[src/rtl/oxu_pkg.sv]
// oxu_pkg: opcode constants, FSM states and opcode decode shared by the opcode transfer unit.
package oxu_pkg;
   localparam logic [2:0] OP_XFER = 3'b000;
   localparam logic [2:0] OP_INC  = 3'b001;
   localparam logic [2:0] OP_SWAP = 3'b010;
   localparam logic [2:0] OP_LOAD = 3'b011;
   localparam logic [2:0] OP_PASS = 3'b1??;

   typedef enum logic [1:0] {IDLE, XFER, LOAD} state_t;
   typedef enum logic [2:0] {K_NONE, K_XFER, K_INC, K_SWAP, K_LOAD, K_PASS} op_kind_t;

   function automatic op_kind_t op_decode(input logic [2:0] op);
      casez (op)
         OP_PASS: return K_PASS;
         OP_XFER: return K_XFER;
         OP_INC:  return K_INC;
         OP_SWAP: return K_SWAP;
         OP_LOAD: return K_LOAD;
         default: return K_NONE;
      endcase
   endfunction
endpackage

[src/rtl/oxu_ram.sv]
// oxu_ram: single-port synchronous RAM, DEPTH x DATA_W, registered read output.
module oxu_ram #(
   parameter int DATA_W = 16,
   parameter int ADDR_W = 8
) (
   input  logic              clk,
   input  logic              rst_n,
   input  logic              we,
   input  logic              re,
   input  logic [ADDR_W-1:0] addr,
   input  logic [DATA_W-1:0] wdata,
   output logic [DATA_W-1:0] rdata
);
   logic [DATA_W-1:0] mem [2**ADDR_W];

   always_ff @(posedge clk)
      if (we) mem[addr] <= wdata;

   // only the read register resets; array contents survive reset
   always_ff @(posedge clk)
      rdata <= !rst_n ? '0 : re ? mem[addr] : rdata;
endmodule

[src/rtl/opcode_xfer_unit.sv]
// opcode_xfer_unit: opcode-driven accumulator/ALU with burst RAM writes and a full-RAM load sweep.
// Build option OXU_ADDR_WRAP_EN: write address wraps at DEPTH-1 instead of ending the transfer with err.
module opcode_xfer_unit
   import oxu_pkg::*;
#(
   parameter int DATA_W    = 16,
   parameter int ADDR_W    = 8,
   parameter int BURST_LEN = 5
) (
   input  logic              clk,
   input  logic              rst_n,
   input  logic              op_valid,
   output logic              op_ready,
   input  logic [2:0]        opcode,
   input  logic              bloc_xfer,
   input  logic [DATA_W-1:0] data_in,
   output logic [DATA_W-1:0] accum,
   output logic [DATA_W-1:0] alu_out,
   output logic [DATA_W-1:0] rd_data,
   output logic              rd_valid,
   output logic              done,
   output logic              err
);
   localparam int H = DATA_W / 2;

   state_t            state, state_n;
   op_kind_t          kind;
   logic [ADDR_W-1:0] addr;
   logic [7:0]        beat;
   logic              accept, addr_last, burst_end, xfer_end, load_end, we, re;

   always_comb begin
      kind      = op_decode(opcode);
      accept    = op_valid && state == IDLE;
      burst_end = beat == 8'(BURST_LEN - 1);
`ifdef OXU_ADDR_WRAP_EN
      addr_last = 1'b0;
`else
      addr_last = &addr;
`endif
      xfer_end  = state == XFER && (addr_last || (burst_end && !bloc_xfer));
      load_end  = state == LOAD && &addr;
      we        = state == XFER && rst_n;
      re        = state == LOAD;
      op_ready  = state == IDLE;
      state_n   = accept && kind == K_XFER ? XFER :
                  accept && kind == K_LOAD ? LOAD :
                  xfer_end || load_end     ? IDLE : state;
   end

   always_ff @(posedge clk)
      state <= !rst_n ? IDLE : state_n;

   // one address counter serves both the write burst and the load sweep
   always_ff @(posedge clk) begin
      if (!rst_n) begin
         accum    <= '0;
         alu_out  <= '0;
         rd_valid <= 1'b0;
         done     <= 1'b0;
         err      <= 1'b0;
         addr     <= '0;
         beat     <= '0;
      end else begin
         done     <= xfer_end || load_end || (accept && (kind == K_INC || kind == K_SWAP || kind == K_PASS));
         rd_valid <= re;
         addr     <= accept ? '0 : state != IDLE ? addr + 1'b1 : addr;
         beat     <= state == XFER && !burst_end ? beat + 8'd1 : 8'd0;
         accum    <= !accept         ? accum :
                     kind == K_INC   ? accum + 1'b1 :
                     kind == K_SWAP  ? {accum[H-1:0], accum[DATA_W-1:H]} : accum;
         alu_out  <= accept && kind == K_PASS ? accum : alu_out;
`ifndef OXU_ADDR_WRAP_EN
         if (xfer_end && addr_last) err <= 1'b1;
`endif
      end
   end

   oxu_ram #(.DATA_W(DATA_W), .ADDR_W(ADDR_W)) u_ram (
      .clk   (clk),
      .rst_n (rst_n),
      .we    (we),
      .re    (re),
      .addr  (addr),
      .wdata (data_in),
      .rdata (rd_data)
   );
endmodule

[config.mk]
export PLATFORM = sky130hd
export DESIGN_NAME = opcode_xfer_unit
export DESIGN_NICKNAME = d
export VERILOG_FILES = /design/src/rtl/oxu_pkg.sv /design/src/rtl/oxu_ram.sv /design/src/rtl/opcode_xfer_unit.sv
export SDC_FILE = /design/constraint.sdc
export NUM_CORES = 2
export LEC_CHECK = 0
export CAP_MARGIN = 25
export CORE_ASPECT_RATIO = 1.25
export CORE_MARGIN = 4
export CORE_UTILIZATION = 45
export CTS_CLUSTER_SIZE = 10
export DETAILED_ROUTE_END_ITERATION = 10
export HOLD_SLACK_MARGIN = 0.08
export SETUP_SLACK_MARGIN = 0.4
export SLEW_MARGIN = 10
export SYNTH_ARGS = -nofsm -noshare
export SYNTH_HDL_FRONTEND = slang
export SYNTH_HIERARCHICAL = 1
export SYNTH_SLANG_ARGS = --single-unit
[constraint.sdc]
create_clock -name clk -period 10.04 [get_ports clk]
set_input_delay 2.008 -clock clk [delete_from_list [all_inputs] [get_ports clk]]
set_output_delay 2.008 -clock clk [all_outputs]
set_load 0.01 [all_outputs]
==> metrics.txt <==
status=complete, no violations; worst skew pair latency=approximately 0.95 ns; CTS Sinks=approximately 4,200; Synth Area per Inst=21.6 µm²; synth unique cells=74; total power=about 0.035 W; die span in y=676 µm; GRT Residual Overflow=0; WL final=443 mm; share of cells above drive strength 1=0.252; initial antenna violation count=21; Fmax=0.191 GHz; Cells after DPL=12,100; std cell rows=245; register area share after synthesis=0.774; clk_skew=0.0585 ns; all-layer global routing usage=0.239; die area=367,000 µm²; Post-CTS Setup Bufs=0; H-tree levels=5; number of synthesized flops with an enable pin=4,096; PD cells=191 nW/µm²; final net count=7,914; # hold bufs at CTS=0; HP Class=flip-flop to flip-flop; CP endpoint kind=flip-flop; period utilisation layout=0.523; largest net degree at the start of global routing=157; CP arrival=5.77 ns; CTS resizes=0; Max clock buf depth=4; fillers=27,700; WL per Instance=about 35 µm; Core Box Area=356,000 µm²; Final setup viols=0; synth warn=6; Worst setup SP type=input pin; Post-Syn Area=161,000 µm²; post-DR vias/cell=6.25; setup_tns=0 ns; I/O pin count=75; clk slew on worst S/H paths=around 0.05 ns; Die Wd=542 µm; Placer Congestion=around 0.88; DRT Pass-1 Iters=6; leading area contributor after synthesis=edfxtp_1; Final Max Tran Viols=0; measured slew at the worst slew-check pin=1.47 ns; Post-Layout Cell Count=12,700; DRC viols=0; post-synth top area share=0.765; commonest cells in the netlist=edfxtp_1, mux4_2, mux2i_1, nor2_1, nand2_1; minimum clock period=around 5.2 ns; worst vdd ir=0.146 mV; PortBufs=74; most used flip-flop cell after synthesis=edfxtp_1; utilization after layout=0.508; Mapped Cells=7,425; MaxCap Viol Count=0; vias in the first global route=80,000; Num CTS Buffers=460; Starting Density=0.452; Antenna Nets Post-Route=0; max_slew headroom=0.0168; CP Class=input pin to flip-flop; worst path required time=10.56 ns; first-iteration detailed-routing DRC count=10,000; CTS tree=built; DR vias=79,600; Worst R2R Setup Slack=around 5.1 ns; Synthesized Nets=around 7,500; count of final hold-check violations=0; P_leak=54.8 nW; Seq cells post-synth=4,165; unrepaired setup endpoints after global routing=false; asr flop ratio synth=0; Crit Path Max Fanout=29; area delta synth->final=12.6%; hpwl dp=267 mm; count leader, synth=edfxtp_1; first-pass GRT wire length=622 mm; top cells by area, synth=edfxtp_1, mux4_2, mux2i_1; clock root buffer=clkbuf_16
[sequential cells by signal, summed over array words and instances (netlist names)]
signal / flops
done: 1
alu_out: 16
rd_valid: 1
accum: 16
state: 2
beat: 8
addr: 8
u_ram/rdata: 16
u_ram/mem: 4096
err: 1
[through the flow]
stage,setup WS (ns),area (µm²),hold WS (ns)
floorplan,5.48,161000,0.426
CTS,4.80,181000,0.458
detailed placement,3.93,168000,0.448
finish,4.79,181000,0.453
global route,4.79,181000,0.482
global placement,4.02,168000,0.437
[kinds of logic after synthesis]
kind of cell    synth area share
buf+inv                   0.0160
fa+ha+maj               0.000311
simple gates              0.0252
xor+xnor                0.000763
compound gates            0.0234
flops                      0.774
mux                        0.160
[power by group]
group / internal (W) / total (W) / switching (W)
sequential: 0.0191 / 0.0191 / 0.0000206
clock: 0.00831 / 0.0145 / 0.00623
combinational: 0.000257 / 0.000845 / 0.000588
[final cells by class]
| type | count | area (µm²) | share of cell area |
|---|---|---|---|
| sequential | 4165 | 124000 | 0.688 |
| timing repair buffer | 445 | 4000 | 0.0221 |
| antenna | 19 | 47.5 | 0.000263 |
| clock buffer | 583 | 12200 | 0.0672 |
| tap | 4693 | 5870 | 0.0325 |
| clock inverter | 16 | 180 | 0.000996 |
| multi-input combinational | 2798 | 34200 | 0.189 |
| inverter | 17 | 78.8 | 0.000436 |
[placed cells by master (no fill, tap or decap), types with 42 or more instances in the layout]
| master | n |
|---|---|
| nor2_2 | 61 |
| a21oi_1 | 77 |
| edfxtp_1 | 4096 |
| clkbuf_1 | 114 |
| nand2_1 | 287 |
| mux4_2 | 997 |
| nor2_1 | 231 |
| a32oi_1 | 55 |
| mux2i_1 | 318 |
| dfxtp_1 | 62 |
| clkbuf_16 | 469 |
| buf_4 | 332 |
| nand3_1 | 76 |
| o21ai_0 | 92 |
| clkdlybuf4s50_1 | 57 |
| a22oi_1 | 53 |
| nor3_2 | 42 |
| o22ai_1 | 119 |
[final timing paths]
kind | startpoint | end | cells after the start
max reg2reg | addr[2]$_SDFFE_PP0N_ | u_ram/rdata[4]$_SDFFE_PN0P_ | 8
max | rst_n | u_ram/mem[186][0]$_DFFE_PP_ | 8
min | alu_out[0]$_SDFFE_PN0P_ | alu_out[0]$_SDFFE_PN0P_ | 2
min reg2reg | alu_out[0]$_SDFFE_PN0P_ | alu_out[0]$_SDFFE_PN0P_ | 2
[worst max-delay path, stage by stage]
cell and delay, ns:
buf_2 0.09, buf_4 0.39, inv_2 0.32, nor2_2 0.18
buf_4 0.37, nand3_1 0.99, buf_4 0.60, nor2_2 0.74
[layer usage]
| metal | GRT usage | part of all wire | up-vias |
|---|---|---|---|
| met4 | 0.0934 | 0.044 | 2 |
| li1 | - | - | 32000 |
| met3 | 0.0411 | 0.085 | 682 |
| met5 | 0 | 0.000029 | - |
| met2 | 0.390 | 0.49 | 4011 |
| met1 | 0.325 | 0.38 | 43000 |
Power figures use the tool's default switching activity.
